<file path="src/rtl/loop_copy_pkg.sv">
// Shared types and sizing helpers for the rolled and unrolled wide-word copy blocks.
// Pure compile-time content: no latency, no handshake.
package loop_copy_pkg;

  typedef enum logic [1:0] {
    IDLE = 2'd0,
    RUN  = 2'd1,
    DONE = 2'd2
  } state_t;

  localparam int DEFAULT_W     = 256;
  localparam int DEFAULT_CHUNK = 8;

  function automatic int num_chunks(input int w, input int chunk);
    return w / chunk;
  endfunction

  // A single-chunk word still needs a one-bit index so the counter stays legal.
  function automatic int idx_width(input int n);
    return (n <= 1) ? 1 : $clog2(n);
  endfunction

endpackage

</file>
<file path="src/rtl/loop_rolled_copy_if.sv">
// Word-in / word-out handshake bundle for the rolled copy block.
// Carries both valid/ready pairs plus the busy status flag.
interface loop_rolled_copy_if #(
  parameter int W = 256
) ();

  logic         in_valid;
  logic         in_ready;
  logic [W-1:0] a;
  logic         out_valid;
  logic         out_ready;
  logic [W-1:0] s;
  logic         busy;

  modport master (
    output in_valid, a, out_ready,
    input  in_ready, out_valid, s, busy
  );

  modport slave (
    input  in_valid, a, out_ready,
    output in_ready, out_valid, s, busy
  );

endinterface

</file>
<file path="src/rtl/loop_idx_counter.sv">
// Modulo-N chunk index counter with synchronous clear, enable and last-chunk flag.
// Advances one step per enabled edge; wraps to 0 after N-1; clear beats enable.
module loop_idx_counter #(
  parameter int N  = 32,
  parameter int IW = 5
) (
  input  logic          clk,
  input  logic          rst_n,
  input  logic          i_clr,
  input  logic          i_en,
  output logic [IW-1:0] o_idx,
  output logic          o_last
);

  logic [IW-1:0] r_idx;
  logic          w_last;

  assign w_last = (r_idx == IW'(N - 1));

  always_ff @(posedge clk or negedge rst_n) begin
    if (!rst_n) begin
      r_idx <= '0;
    end else if (i_clr) begin
      r_idx <= '0;
    end else if (i_en) begin
      r_idx <= w_last ? '0 : r_idx + IW'(1);
    end
  end

  assign o_idx  = r_idx;
  assign o_last = w_last;

endmodule

</file>
<file path="src/rtl/loop_rolled_copy.sv">
// Rolled wide-word copy: accepts a word, copies it CHUNK bits per cycle, presents it; out_valid N edges after accept.
// Back-pressure: holds in DONE with s frozen until out_ready; in_ready only while IDLE.
module loop_rolled_copy
  import loop_copy_pkg::*;
#(
  parameter int W     = DEFAULT_W,
  parameter int CHUNK = DEFAULT_CHUNK
) (
  input  logic              clk,
  input  logic              rst_n,
  loop_rolled_copy_if.slave io
);

  localparam int N  = num_chunks(W, CHUNK);
  localparam int IW = idx_width(N);

  state_t        r_state;
  state_t        w_state_nxt;
  logic [W-1:0]  r_a_q;
  logic [W-1:0]  r_s;
  logic [IW-1:0] w_idx;
  logic          w_last;
  logic          w_accept;
  logic          w_run;
  logic          w_in_ready;
  logic          w_busy;
  logic          w_out_valid;

  assign w_accept = (r_state == IDLE) && io.in_valid;
  assign w_run    = (r_state == RUN);

  loop_idx_counter #(
    .N  (N),
    .IW (IW)
  ) u_idx (
    .clk    (clk),
    .rst_n  (rst_n),
    .i_clr  (w_accept),
    .i_en   (w_run),
    .o_idx  (w_idx),
    .o_last (w_last)
  );

  always_ff @(posedge clk or negedge rst_n) begin
    if (!rst_n) begin
      r_state <= IDLE;
    end else begin
      r_state <= w_state_nxt;
    end
  end

  always_comb begin
    w_state_nxt = r_state;
    case (r_state)
      IDLE:    if (io.in_valid) w_state_nxt = RUN;
      RUN:     if (w_last)      w_state_nxt = DONE;
      DONE:    if (io.out_ready) w_state_nxt = IDLE;
      default: w_state_nxt = IDLE;
    endcase
  end

  always_comb begin
    w_in_ready  = 1'b0;
    w_busy      = 1'b0;
    w_out_valid = 1'b0;
    case (r_state)
      IDLE:    w_in_ready  = 1'b1;
      RUN:     w_busy      = 1'b1;
      DONE:    w_out_valid = 1'b1;
      default: w_in_ready  = 1'b0;
    endcase
  end

  // Chunks above idx keep the previous word until RUN reaches them.
  always_ff @(posedge clk or negedge rst_n) begin
    if (!rst_n) begin
      r_a_q <= '0;
      r_s   <= '0;
    end else begin
      if (w_accept) begin
        r_a_q <= io.a;
      end
      if (w_run) begin
        for (int k = 0; k < N; k++) begin
          if (w_idx == IW'(k)) begin
            r_s[k*CHUNK +: CHUNK] <= r_a_q[k*CHUNK +: CHUNK];
          end
        end
      end
    end
  end

  assign io.in_ready  = w_in_ready;
  assign io.busy      = w_busy;
  assign io.out_valid = w_out_valid;
  assign io.s         = r_s;

endmodule

</file>
<file path="src/flat_wrapper.sv">
// flat-port wrapper written by rule: the top's interface ports become plain ports
module loop_rolled_copy_flat import loop_copy_pkg::*;
#(
  parameter int W     = DEFAULT_W,
  parameter int CHUNK = DEFAULT_CHUNK
)
  (clk, rst_n, io_in_valid, io_a, io_out_ready, io_in_ready, io_out_valid, io_s, io_busy);
  loop_rolled_copy_if #(.W(W)) io_i ();
  input  logic clk;
  input  logic rst_n;
  input wire logic [$bits(io_i.in_valid)-1:0] io_in_valid;
  input wire logic [$bits(io_i.a)-1:0] io_a;
  input wire logic [$bits(io_i.out_ready)-1:0] io_out_ready;
  output wire logic [$bits(io_i.in_ready)-1:0] io_in_ready;
  output wire logic [$bits(io_i.out_valid)-1:0] io_out_valid;
  output wire logic [$bits(io_i.s)-1:0] io_s;
  output wire logic [$bits(io_i.busy)-1:0] io_busy;
  assign io_i.in_valid = io_in_valid;
  assign io_i.a = io_a;
  assign io_i.out_ready = io_out_ready;
  assign io_in_ready = io_i.in_ready;
  assign io_out_valid = io_i.out_valid;
  assign io_s = io_i.s;
  assign io_busy = io_i.busy;
  loop_rolled_copy #(.W(W), .CHUNK(CHUNK)) u_core (.clk(clk), .rst_n(rst_n), .io(io_i));
endmodule
</file>
<file path="config.mk">
export PLATFORM = sky130hd
export DESIGN_NAME = loop_rolled_copy_flat
export DESIGN_NICKNAME = d
export VERILOG_FILES = /design/src/rtl/loop_copy_pkg.sv /design/src/rtl/loop_rolled_copy_if.sv /design/src/rtl/loop_idx_counter.sv /design/src/rtl/loop_rolled_copy.sv /design/src/flat_wrapper.sv
export SDC_FILE = /design/constraint.sdc
export NUM_CORES = 1
export LEC_CHECK = 0
export ABC_AREA = 1
export CAP_MARGIN = 20
export CORE_ASPECT_RATIO = 0.9
export CORE_UTILIZATION = 50
export DETAILED_ROUTE_END_ITERATION = 10
export MAX_ROUTING_LAYER = met4
export PLACE_DENSITY = 0.8
export RECOVER_POWER = 50
export SETUP_SLACK_MARGIN = 0.2
export SKIP_LAST_GASP = 1
export SLEW_MARGIN = 20
export SYNTH_ARGS = -nofsm -noshare
export SYNTH_HDL_FRONTEND = slang
export SYNTH_SLANG_ARGS = --single-unit
</file>
<file path="constraint.sdc">
create_clock -name clk -period 3.2 [get_ports clk]
set_clock_uncertainty 0.15 [all_clocks]
set_input_delay 0.8 -clock clk [delete_from_list [all_inputs] [get_ports clk]]
set_output_delay 0.8 -clock clk [all_outputs]
set_load 0.05 [all_outputs]
</file>
# After elaboration in Yosys (flattened, before gate mapping)
# Index checks and enable logic that the tools add are counted.
[totals]
reg_bits = 519
in_bits = 260
out_inout_bits = 259
elab_cells = 119
[classes]
n_addsub = 1
eq_ne = 36
mux = 10
n_reduce_logical = 37
[ops]
columns = ["operator", "n"]
rows = [
  ["5-bit equality test (second input constant)", 16],
  ["2-bit AND reduction", 32],
  ["5-bit by 4-bit equality test with 1-bit output (second input constant)", 8],
  ["5-bit by 3-bit equality test with 1-bit output (second input constant)", 4],
  ["5-bit 2-to-1 mux", 3],
  ["5-bit by 2-bit equality test with 1-bit output (second input constant)", 2],
  ["2-bit 2-to-1 mux", 3],
  ["2-bit case mux with 3 select lines", 1],
  ["5-bit by 1-bit adder with 5-bit output (second input constant)", 1],
  ["5-bit by 1-bit equality test with 1-bit output (second input constant)", 1],
  ["5-bit logical NOT", 1],
  ["2-bit inequality test (second input constant)", 2],
  ["1-bit 2-to-1 mux", 3],
  ["3-bit AND reduction", 1],
  ["2-bit by 1-bit equality test with 1-bit output (second input constant)", 1],
  ["2-bit equality test (second input constant)", 1],
  ["2-bit logical NOT", 1],
  ["2-bit by 1-bit inequality test with 1-bit output (second input constant)", 1],
  ["2-bit nonzero test", 1],
  ["1-bit logical AND", 1],
]

# Logic depth before layout (Yosys ltp)
# Gate-level depths: netlist of the first run.
[depth]
ltp_word = 4
depth_mapped = 8
depth_no_buf = 7

# Hierarchy
# A second synthesis of the first run with hierarchy kept.
[hier_totals]
hier_cells = 2266
area_unflattened_um2 = 20078.0
[by_module_without_submodules]
columns = ["module", "instances", "cells_each", "area_each_um2"]
rows = [
  ["loop_rolled_copy", 1, 2230, 19801.5],
  ["loop_idx_counter", 1, 36, 276.5],
]

# Least setup slack after synthesis of the first run
# OpenSTA, ideal clock, no wires.
[synth_timing]
path_kind = "reg2out"
start = "register u_core.r_state[0]"
end = "output io_in_ready"
arrival_time_ps = 1307
path_slack_ps = 943
stages_incl_launch_ff = 4
n_path_buf = 2
cell_sequence = "dfrtp_1 clkbuf_2 nor2_2 clkbuf_1"
[synth_via]
elab_chain_len = 2
[synth_rtl]
columns = ["element", "line", "source"]
rows = [
  ["start: declaration", "loop_rolled_copy.sv:17", "state_t r_state;"],
  ["start signal: assignment", "loop_rolled_copy.sv:48", "r_state <= w_state_nxt;"],
  ["2-bit logical NOT", "loop_rolled_copy.sv:66", "case (r_state)"],
  ["1-bit 2-to-1 mux", "loop_rolled_copy.sv:66", ""],
  ["end: declaration", "flat_wrapper.sv:14", "output wire logic [$bits(io_i.in_ready)-1:0] io_in_ready;"],
]
# No other way between the ends.

# Worst setup path after layout of the first run
[layout_timing]
start = "register u_core.r_state[0]"
end = "register u_core.r_a_q[0]"
[layout_via]
elab_chain_len = 2
[layout_rtl]
columns = ["element", "line", "source"]
rows = [
  ["2-bit logical NOT", "loop_rolled_copy.sv:29", "assign w_accept = (r_state == IDLE) && io.in_valid;"],
  ["1-bit logical AND", "loop_rolled_copy.sv:29", ""],
  ["end signal: assignment", "loop_rolled_copy.sv:81", "r_a_q <= io.a;"],
  ["end: declaration", "loop_rolled_copy.sv:19", "logic [W-1:0] r_a_q;"],
]
# No other way between the ends.
# A chain may end at the register's enable or synchronous reset.

==> summary.txt, run 1 <==
Status
  – Status: complete, but fails checks
  – Failing checks: capacitance limit, slew limit

Yosys
  – Compound-Gate Fraction of Synth Area: 0.6306%
  – Adder-cell share of the synthesized area: 0.3709%
  – Syn Inst Count: 2285
  – Synthesized area: 20240 um^2
  – Sequential share of the synthesized area: 64.17%
  – Avg Cell Area, Syn: 8.857 um^2
  – Largest family of logic cells by synthesized area: simple AND/OR/NAND/NOR gates
  – FF+latch count, synth: 519
  – Post-synth net total: 2551
  – Post-synthesis simple-gate area fraction: 32.15%
  – Xor and xnor area share after synthesis: 0%
  – Ys Warns: 0
  – Count of cell types in the netlist: 19
  – Mux contribution to synthesized area: 0%

Critical path
  – Kind of cell adding the most delay to the critical path: simple AND/OR/NAND/NOR gates
  – Worst-case reg-to-reg path depth: 5
  – Critical Path Start: u_core.r_state[0]
  – Critical Path End Type: register
  – Cells along the critical path: nor2_1 -> nand2_2 -> clkbuf_4 -> nand2_1 -> nand2_1
  – Worst path buffer plus inverter count: 1
  – Worst path depth: 5
  – Worst Path Max Fanout: 53
  – Worst r2r src: u_core.r_state[0]
  – Worst EP required: 3.53 ns
  – CP max-delay cell: nand2_2
  – Critical path's largest stage delay: 0.68 ns
  – CP arrival: 3.17 ns
  – Critical path class: register to register
  – Crit path launch type: register
  – CP dominant cell by count: nand2_1

Drt
  – Met3 Routed Length: 5230 um
  – Routed Antenna Nets: 0
  – Residual DRC: 0
  – Metal2 WL: 29660 um
  – Initial DRC Count: 1748
  – Via count: 17.71k
  – DR WL/cell: 18.65 um
  – Max Used Layer: met4
  – Drt pass-1 iters: 6
  – WL met1: 24910 um
  – Routed WL: 62800 um
  – Vias/cell: 5.257

Clocking
  – Post-CTS setup buffers: 0
  – CTS sink cnt: 519
  – Root Buffer: clkbuf_16
  – Clock latency on the worst-skew pair: 0.60 ns
  – CTS max path bufs: 3
  – H-tree Lvls: 2
  – Clock slew at reported path FFs: 0.06 ns
  – CTS tree: built
  – Total CTS buffers: 51

Placement
  – IO Port Bufs: 518
  – Placer Congestion: 0.8581
  – HPWL after detailed placement: 43160 um
  – DP Area: 26000 um^2

Pwr
  – Switching Share: 43.33%
  – Tot Pwr: 0.02917 W
  – Part of the power in combinational logic: 42.0%
  – Pint: 0.01653 W
  – Part of the power in registers: 37.5%
  – Switching pwr: 0.01264 W
  – Total leakage power: 14.07 nW
  – Pwr per Cell Area: 1057 nW/um^2
  – Clock share of power: 20.5%
  – Maximum VDD drop: 0.6652 mV

STA
  – Relative slew slack: -0.2830%
  – Final clock period utilization by the worst path: 88.65%
  – Final Max Slew Viols: 47
  – RSZ-0062 raised after global routing: no
  – Least-Margin Pin Slew: 1.504 ns
  – Final setup fails: 0
  – Fin crit period: 2.837 ns
  – Setup_tns: 0 ns
  – Final hold vios: 0
  – Fmax: 0.3525 GHz

Global route
  – Largest net degree at the start of global routing: 160
  – First-pass GRT wire length: 97010 um
  – GRT overflow: 0
  – Number of global-route vias before repair: 17.51k
  – Tot GR Track Use: 31.25%
  – Initial antenna violation count: 8

Die
  – DIE AREA: 41290 um^2
  – Core area: 39710 um^2
  – Die Wd: 214.1 um
  – Initial Utilization: 50.96%
  – Ports: 519
  – Height of the chip: 192.9 um
  – Row count: 69

Final layout
  – Syn-to-layout area delta: 36.35%
  – Fin util: 69.48%
  – Final Cell Area: 27590 um^2
  – Layout cells sized above 1: 4.890%
  – Commonest non-fill, non-tap cell in the layout: nand2_1
  – Filler cells: 3027
  – Final #Nets: 3052
  – Most frequent cells in the layout: 1243 x nand2_1, 519 x dfrtp_1, 513 x clkdlybuf4s50_1

Run
  – Max_cap viols: 1

Min path
  – WHS Path Cells: 2
  – Hold_sp: u_core.r_a_q[102]
  – Worst hold path type: register to register
per-layer routing:
layer	GRT usage [%]	up-vias
li1	-	8178
met1	38.98	8577
met2	47.94	774
met3	8.416	178
met4	14.40	0
met5	-	-
registers in the layout (all words and copies together) (netlist names):
| name | cells |
|---|---|
| u_core.r_state | 2 |
| u_core.r_a_q | 256 |
| u_core.io.s | 256 |
| u_core.u_idx.o_idx | 5 |
power groups by stage:
stage	Sequential, W	Combinational [W]	Clock, W
after floorplan	0.0148	0.00371	0
after global placement	0.0108	0.0120	0
after detailed placement	0.0109	0.0123	0
after CTS	0.0109	0.0124	0.00608
after global routing	0.0112	0.0131	0.00631
final	0.0109	0.0122	0.00599
final cells by class:
class | instances | area (um^2) | area share [%]
clock buffers | 76 | 1540 | 5.582
flip-flops and latches | 519 | 12990 | 47.07
inverters | 25 | 93.84 | 0.3401
clock inverters | 13 | 130.1 | 0.4716
diodes | 14 | 35.03 | 0.1270
repair buffers | 545 | 5428 | 19.67
multi-input cells | 1644 | 6714 | 24.33
well taps | 532 | 665.6 | 2.412
Yosys cell counts:
library cell	n	area [um^2]
nand4_1	1	6.260
clkbuf_1	32	120.1
o21ai_1	8	40.04
a21oi_1	9	45.04
nand3_1	300	1501
buf_4	1	7.510
inv_2	2	7.510
buf_2	63	315.3
nand2_2	11	68.82
o31ai_1	1	7.510
clkbuf_2	1	5.000
dfrtp_1	519	12990
nand3_2	1	10.01
ha_1	6	75.07
nor2_1	40	150.1
nand2_1	1244	4669
nor2_2	16	100.1
o21ai_0	7	35.03
inv_1	23	86.33
tightest hold or removal path: cells and delay by family, from the launching register on:
family | cells | cell delay, ns
flops | 1 | 0.34
simple gates | 2 | 0.10
worst paths after layout:
check	to	slack, ns
hold reg to reg	u_core.r_a_q[102]	0.32
max in group asynchronous	u_core.r_a_q[71]	0.50
min in group asynchronous	u_core.r_a_q[214]	0.96
setup reg to reg	u_core.r_a_q[0]	0.36
setup / recovery	u_core.r_a_q[0]	0.36
hold / removal	u_core.r_a_q[102]	0.32
what timing repair did:
action / in CTS / in global routing
hold buffers: 1 / 0
gates cloned: 0 / 0
endpoints found under the setup margin: 2 / 1
gates resized for setup: 2 / 2
endpoints found under the hold margin: 39 / 0
per-stage QoR:
| step | cells | setup slack (ns) | hold WS (ns) |
|---|---|---|---|
| after floorplan | 2285 | 0.9433 | 0.2922 |
| after global placement | 3264 | 0.6223 | 0.3031 |
| after detailed placement | 3264 | 0.5640 | 0.3075 |
| after CTS | 3354 | 0.1933 | 0.3224 |
| after global routing | 3362 | 0.1791 | 0.3304 |
| final | 3368 | 0.3632 | 0.3192 |
cell families (layout without fill, tap and decap cells):
family | Yosys count | in the layout
buffers and inverters | 122 | 659
other | 0 | 14
adders and majority gates | 6 | 6
AOI/OAI and AO/OA | 25 | 25
DFF | 519 | 519
and+or+nand+nor | 1613 | 1613
No activity file was read; power rests on OpenSTA's default activity.
==> run 2, diff against run 1 <==
Settings changed: PLACE_DENSITY 0.8 to 0.81, SYNTH_HIERARCHICAL set to 1.
==> run 2 against run 1 <==
Compared with the run above:
- the flow still finishes with violations (capacitance limit, slew limit)
- sequential cell count is the same
- setup slack gained 0.027 ns
- design area shrank 0.29%
- cell count shrank 0.30%
- non-clock buffer count grew 18
- clock power is essentially flat
- area after synthesis shrank 0.79%
- largest power group unchanged
- register-to-register slack gained 0.33 ns
- first-iteration DRC count shrank 2.6%
- clock-buffer cell count shrank 4
==> summary.txt, run 2 <==
Min path
  – WHS Path Cells: 2
  – Hold_sp: u_core/io.s[61]
  – Worst hold path type: register to register

STA
  – Setup_tns: 0 ns
  – Final hold vios: 0
  – Final Max Slew Viols: 60
  – Final setup fails: 0
  – Final clock period utilization by the worst path: 87.81%
  – Fmax: 0.3559 GHz
  – Fin crit period: 2.810 ns
  – Relative slew slack: -20.90%
  – RSZ-0062 raised after global routing: no
  – Least-Margin Pin Slew: 1.813 ns

Yosys
  – Synth area leaders: dfrtp_1 65%, nand2_1 25%, nand3_1 5.9%
  – Ys Warns: 6
  – Synth area leader: dfrtp_1
  – Compound-Gate Fraction of Synth Area: 0.1246%
  – Largest family of logic cells by synthesized area: simple AND/OR/NAND/NOR gates
  – Count of cell types in the netlist: 17
  – Synthesized area: 20080 um^2
  – Post-synth top cells: 1362 x nand2_1, 519 x dfrtp_1, 237 x nand3_1
  – Ys async rst share: 100.0%
  – Top FF cell, synth: dfrtp_1
  – Syn Inst Count: 2266
  – Adder-cell share of the synthesized area: 0.1246%
  – Mux contribution to synthesized area: 0%
  – Post-synth top area share: 64.68%
  – Avg Cell Area, Syn: 8.861 um^2
  – Post-synth EDFFs: 0
  – Cell with the most instances after synthesis: nand2_1
  – Post-synth net total: 2528
  – Post-synthesis simple-gate area fraction: 32.21%
  – Xor and xnor area share after synthesis: 0%
  – FF+latch count, synth: 519
  – Sequential share of the synthesized area: 64.68%

Die
  – Initial Utilization: 50.78%
  – Core area: 39540 um^2
  – Height of the chip: 192.1 um
  – Ports: 519
  – Die Wd: 213.2 um
  – DIE AREA: 40960 um^2
  – Row count: 69

Pwr
  – Switching Share: 43.10%
  – Maximum VDD drop: 0.7263 mV
  – Part of the power in registers: 37.6%
  – Tot Pwr: 0.02988 W
  – Pwr per Cell Area: 1086 nW/um^2
  – Clock share of power: 20.1%
  – Switching pwr: 0.01288 W
  – Part of the power in combinational logic: 42.2%
  – Pint: 0.01700 W
  – Total leakage power: 14.18 nW

Critical path
  – Critical path class: input pin to register
  – Critical Path Start: io_in_valid
  – Worst EP required: 3.55 ns
  – Worst r2r src: u_core/r_state[0]
  – Crit path launch type: input pin
  – Worst-case reg-to-reg path depth: 5
  – Worst Path Max Fanout: 116
  – CP arrival: 3.16 ns
  – Critical Path End Type: register

Final layout
  – Final #Nets: 3047
  – Layout cells sized above 1: 4.926%
  – Most frequent cells in the layout: 1362 x nand2_1, 519 x dfrtp_1, 513 x clkdlybuf4s50_1
  – Final Cell Area: 27520 um^2
  – Commonest non-fill, non-tap cell in the layout: nand2_1
  – Syn-to-layout area delta: 37.04%

Clocking
  – CTS tree: built
  – H-tree Lvls: 2
  – Post-CTS setup buffers: 0
  – Root Buffer: clkbuf_16
  – Hold-fix buffers, CTS: 0
  – Total CTS buffers: 51
  – Clock latency on the worst-skew pair: 0.58 ns
  – CTS max path bufs: 3
  – CTS sink cnt: 519
  – Clock slew at reported path FFs: 0.06 ns

Drt
  – Routed WL: 59910 um
  – Vias/cell: 5.220
  – Via count: 17.53k
  – Drt pass-1 iters: 6
  – DR WL/cell: 17.84 um
  – Routed Antenna Nets: 0
  – Initial DRC Count: 1703
  – Residual DRC: 0

Placement
  – IO Port Bufs: 518
  – HPWL after detailed placement: 41030 um
  – Placer Congestion: 0.8921
  – DP Area: 25930 um^2

Global route
  – Largest net degree at the start of global routing: 142
  – GRT overflow: 0
  – Number of global-route vias before repair: 17.46k
  – Tot GR Track Use: 29.94%
  – Initial antenna violation count: 3
  – First-pass GRT wire length: 92090 um

Status
  – Failing checks: capacitance limit, slew limit
  – Status: complete, but fails checks

Run
  – Max_cap viols: 1
run 2: changes by cell type in the layout (fill, tap and decap cells not counted), moves of 10 or more:
cell,before,now
nand2_2,12,0
inv_1,23,12
nor2_1,41,10
diode_2,14,4
nand2_1,1243,1362
nand3_1,300,237
run 2: kinds of logic after synthesis:
logic type | Yosys count
AO/OA/AOI/OAI | 4
adder cells (fa/ha/maj) | 2
buffers and inverters | 112
flip-flops | 519
AND/OR/NAND/NOR | 1629
run 2: critical path: stages:
cell and delay, ns:
dlygate4sd3_1 0.55, nand2_1 0.25, clkbuf_4 1.09, nand2_1 0.19, nand2_1 0.15
run 2: power groups by stage:
stage | sequential, W | clock (W) | combinational, W
finish | 0.0112 | 0.00601 | 0.0126
global route | 0.0115 | 0.00637 | 0.0135
CTS | 0.0112 | 0.00614 | 0.0127
detailed placement | 0.0112 | 0 | 0.0126
global placement | 0.0111 | 0 | 0.0123
floorplan | 0.0151 | 0 | 0.00397
run 2: cell type report:
| type | instances | area (um^2) |
|---|---|---|
| sequential | 519 | 12990 |
| clock buffer | 72 | 1455 |
| antenna | 4 | 10.01 |
| fill | 3023 | 12030 |
| multi-input combinational | 1635 | 6516 |
| timing repair buffer | 563 | 5592 |
| clock inverter | 18 | 222.7 |
| tap | 532 | 665.6 |
| inverter | 15 | 66.31 |
run 2: metrics by stage:
step | cells | hold WS (ns) | worst slack (ns) | util (%)
global route | 3357 | 0.3365 | 0.1864 | 69.58
floorplan | 2266 | 0.2992 | 0.7349 | -
global placement | 3264 | 0.3021 | 0.5870 | 65.59
detailed placement | 3264 | 0.3070 | 0.5799 | 65.59
finish | 3358 | 0.3186 | 0.3900 | 69.59
CTS | 3354 | 0.03309 | 0.2354 | 69.82
run 2: path summary, 6_finish.rpt:
path                                     end  slack, ns
min reg2reg                  u_core/io.s[61]       0.32
max                         u_core/r_a_q[21]       0.39
min in group asynchronous    u_core/io.s[18]       0.57
max reg2reg                 u_core/r_a_q[21]       0.69
max in group asynchronous  u_core/r_a_q[234]       0.57
min                          u_core/io.s[61]       0.32
run 2: repair_timing:
action,4_1_cts,5_1_grt
hold endpoints to repair,0,0
pin swaps,0,0
cloned,0,0
gates resized for setup,3,2
setup endpoints to repair,3,1
run 2: layer usage:
layer  track usage [%]  share of wire (%)
met2             48.06                 48
met3             7.603                8.5
met4             14.73                4.9
met1             35.21                 38
met5                 -                  0
==> run 3, diff against run 2 <==
Settings changed: CORE_UTILIZATION 50 to 49, PLACE_DENSITY 0.81 to 0.79.
Clock period 3.2 ns to 2.59 ns, I/O delays scaled along.
==> run 3 against run 2 <==
Compared with the run above:
- the flow now finishes without violations
- wire length is 4.2% higher
- non-clock buffer count is 17 higher
- first-iteration DRC count is 5.8% lower
- sequential power is 24% higher
- design area is 0.20% lower
- utilization is 0.89 points lower
- cell count is 0.83% higher
- hold slack worse by 0.0042 ns
- via count is 0.44% higher
- register-to-register slack worse by 0.35 ns
- clock-buffer cell count is 6 higher
==> summary.txt, run 3 (synthesis gave the netlist of run 2 again) <==
Clocking
  – Clock latency on the worst-skew pair: 0.61 ns
  – Root Buffer: clkbuf_16
  – CTS sink cnt: 519
  – Clock slew at reported path FFs: 0.06 ns
  – CTS max path bufs: 3
  – H-tree Lvls: 2
  – Total CTS buffers: 51
  – CTS tree: built

Min path
  – Worst hold path type: register to register

Final layout
  – Layout cells sized above 1: 6.188%
  – Most frequent cells in the layout: 1362 x nand2_1, 519 x dfrtp_1, 258 x clkdlybuf4s50_1
  – Final Cell Area: 27460 um^2
  – Commonest non-fill, non-tap cell in the layout: nand2_1
  – Final #Nets: 3064
  – Syn-to-layout area delta: 36.77%

Global route
  – Largest net degree at the start of global routing: 126
  – GRT overflow: 0
  – Initial antenna violation count: 10
  – First-pass GRT wire length: 97840 um
  – Tot GR Track Use: 30.95%
  – Number of global-route vias before repair: 17.96k

Pwr
  – Total leakage power: 15.17 nW
  – Pwr per Cell Area: 1317 nW/um^2
  – Part of the power in combinational logic: 40.9%
  – Pint: 0.02003 W
  – Switching Share: 44.60%
  – Switching pwr: 0.01613 W
  – Clock share of power: 20.6%
  – Maximum VDD drop: 0.8266 mV
  – Part of the power in registers: 38.5%

STA
  – Final hold vios: 0
  – Final Max Slew Viols: 0
  – Fmax: 0.4232 GHz
  – RSZ-0062 raised after global routing: no
  – Relative slew slack: 3.978%
  – Fin crit period: 2.363 ns
  – Least-Margin Pin Slew: 1.440 ns
  – Setup_tns: 0 ns
  – Final setup fails: 0
  – Final clock period utilization by the worst path: 91.24%
  – Final hold slack: 0.3144 ns

Placement
  – IO Port Bufs: 518
  – DP Area: 26140 um^2
  – Placer Congestion: 0.9178
  – HPWL after detailed placement: 43290 um

Critical path
  – Critical path's largest stage delay: 0.55 ns
  – Worst EP required: 1.79 ns
  – Kind of cell adding the most delay to the critical path: buffers and inverters
  – Critical path class: register to output pin
  – Cells along the critical path: clkdlybuf4s15_1
  – R2R setup slack: 0.34 ns
  – Worst path buffer plus inverter count: 1
  – CP arrival: 1.57 ns
  – Worst Path Max Fanout: 2
  – Critical Path End Type: output pin
  – Crit path launch type: register
  – CP max-delay cell: clkdlybuf4s15_1

Die
  – Ports: 519
  – Height of the chip: 194.0 um
  – Core area: 39970 um^2
  – Initial Utilization: 50.23%
  – Row count: 69
  – DIE AREA: 41790 um^2
  – Die Wd: 215.4 um

Drt
  – Residual DRC: 0
  – Initial DRC Count: 1604
  – Via count: 17.61k
  – Routed Antenna Nets: 0
  – Drt pass-1 iters: 5
  – DR WL/cell: 18.44 um
  – Vias/cell: 5.200
  – Routed WL: 62450 um

Status
  – Status: finished clean

Run
  – Max_cap viols: 0
## run 3: cell count changes in the layout (fill, tap and decap cells not counted), sizes merged
| cell | before | now |
|---|---|---|
| diode | 4 | 10 |
| clkinv | 11 | 12 |
| clkinvlp | 0 | 1 |
| clkdlybuf4s50 | 513 | 258 |
| buf | 30 | 61 |
| dlygate4sd2 | 2 | 222 |
| clkbuf | 89 | 95 |
| bufinv | 5 | 2 |
| clkdlybuf4s15 | 0 | 21 |
## run 3: worst paths after layout
kind / start / end / depth (start not counted)
setup / recovery: u_core/io.s[102] / io_s[102] / 1
hold / removal: u_core/io.s[249] / u_core/io.s[249] / 2
setup reg to reg: u_core/r_state[0] / u_core/r_a_q[246] / 5
hold reg to reg: u_core/io.s[249] / u_core/io.s[249] / 2
max in group asynchronous: rst_n / u_core/io.s[52] / 4
min in group asynchronous: rst_n / u_core/io.s[17] / 2
## run 3: layout make-up
class                           instances  area [um^2]
Tap cell                              532        665.6
Sequential cell                       519        12990
Antenna cell                           10        25.02
Clock inverter                         17        156.4
Inverter                               15        58.81
Clock buffer                           78         1529
Multi-Input combinational cell       1635         6514
Timing Repair Buffer                  580         5524
Fill cell                            3082        12510
## run 3: through the flow
step | power (W) | cells | setup WS (ns) | utilization (%)
4_1_cts | 0.03634 | 3376 | 0.1580 | 68.90
2_1_floorplan | 0.02357 | 2266 | 0.4088 | -
6_report | 0.03616 | 3386 | 0.2270 | 68.70
5_1_grt | 0.03808 | 3386 | 0.1045 | 68.70
3_3_place_gp | 0.02922 | 3279 | 0.4111 | 65.39
3_5_place_dp | 0.02975 | 3279 | 0.3459 | 65.39
## run 3: what timing repair did
action,in CTS,in global routing
cloned,0,0
gates resized for setup,259,27
hold buffers,1,0
pin swaps,0,0
endpoints found under the hold margin,29,0
endpoints found under the setup margin,251,23
setup buffers,1,0
## run 3: power by group through the flow
| stage | logic [W] | registers [W] | clock network [W] |
|---|---|---|---|
| final | 0.0148 | 0.0139 | 0.00744 |
| after global routing | 0.0159 | 0.0143 | 0.00787 |
| after CTS | 0.0149 | 0.0139 | 0.00758 |
| after detailed placement | 0.0158 | 0.0140 | 0 |
| after global placement | 0.0154 | 0.0139 | 0 |
| after floorplan | 0.00490 | 0.0187 | 0 |
## run 3: layer usage
metal	wire length [um]	global-route usage [%]
met1	24410	37.36
met2	29850	48.69
met3	5372	8.690
met4	2818	13.48
met5	0	-
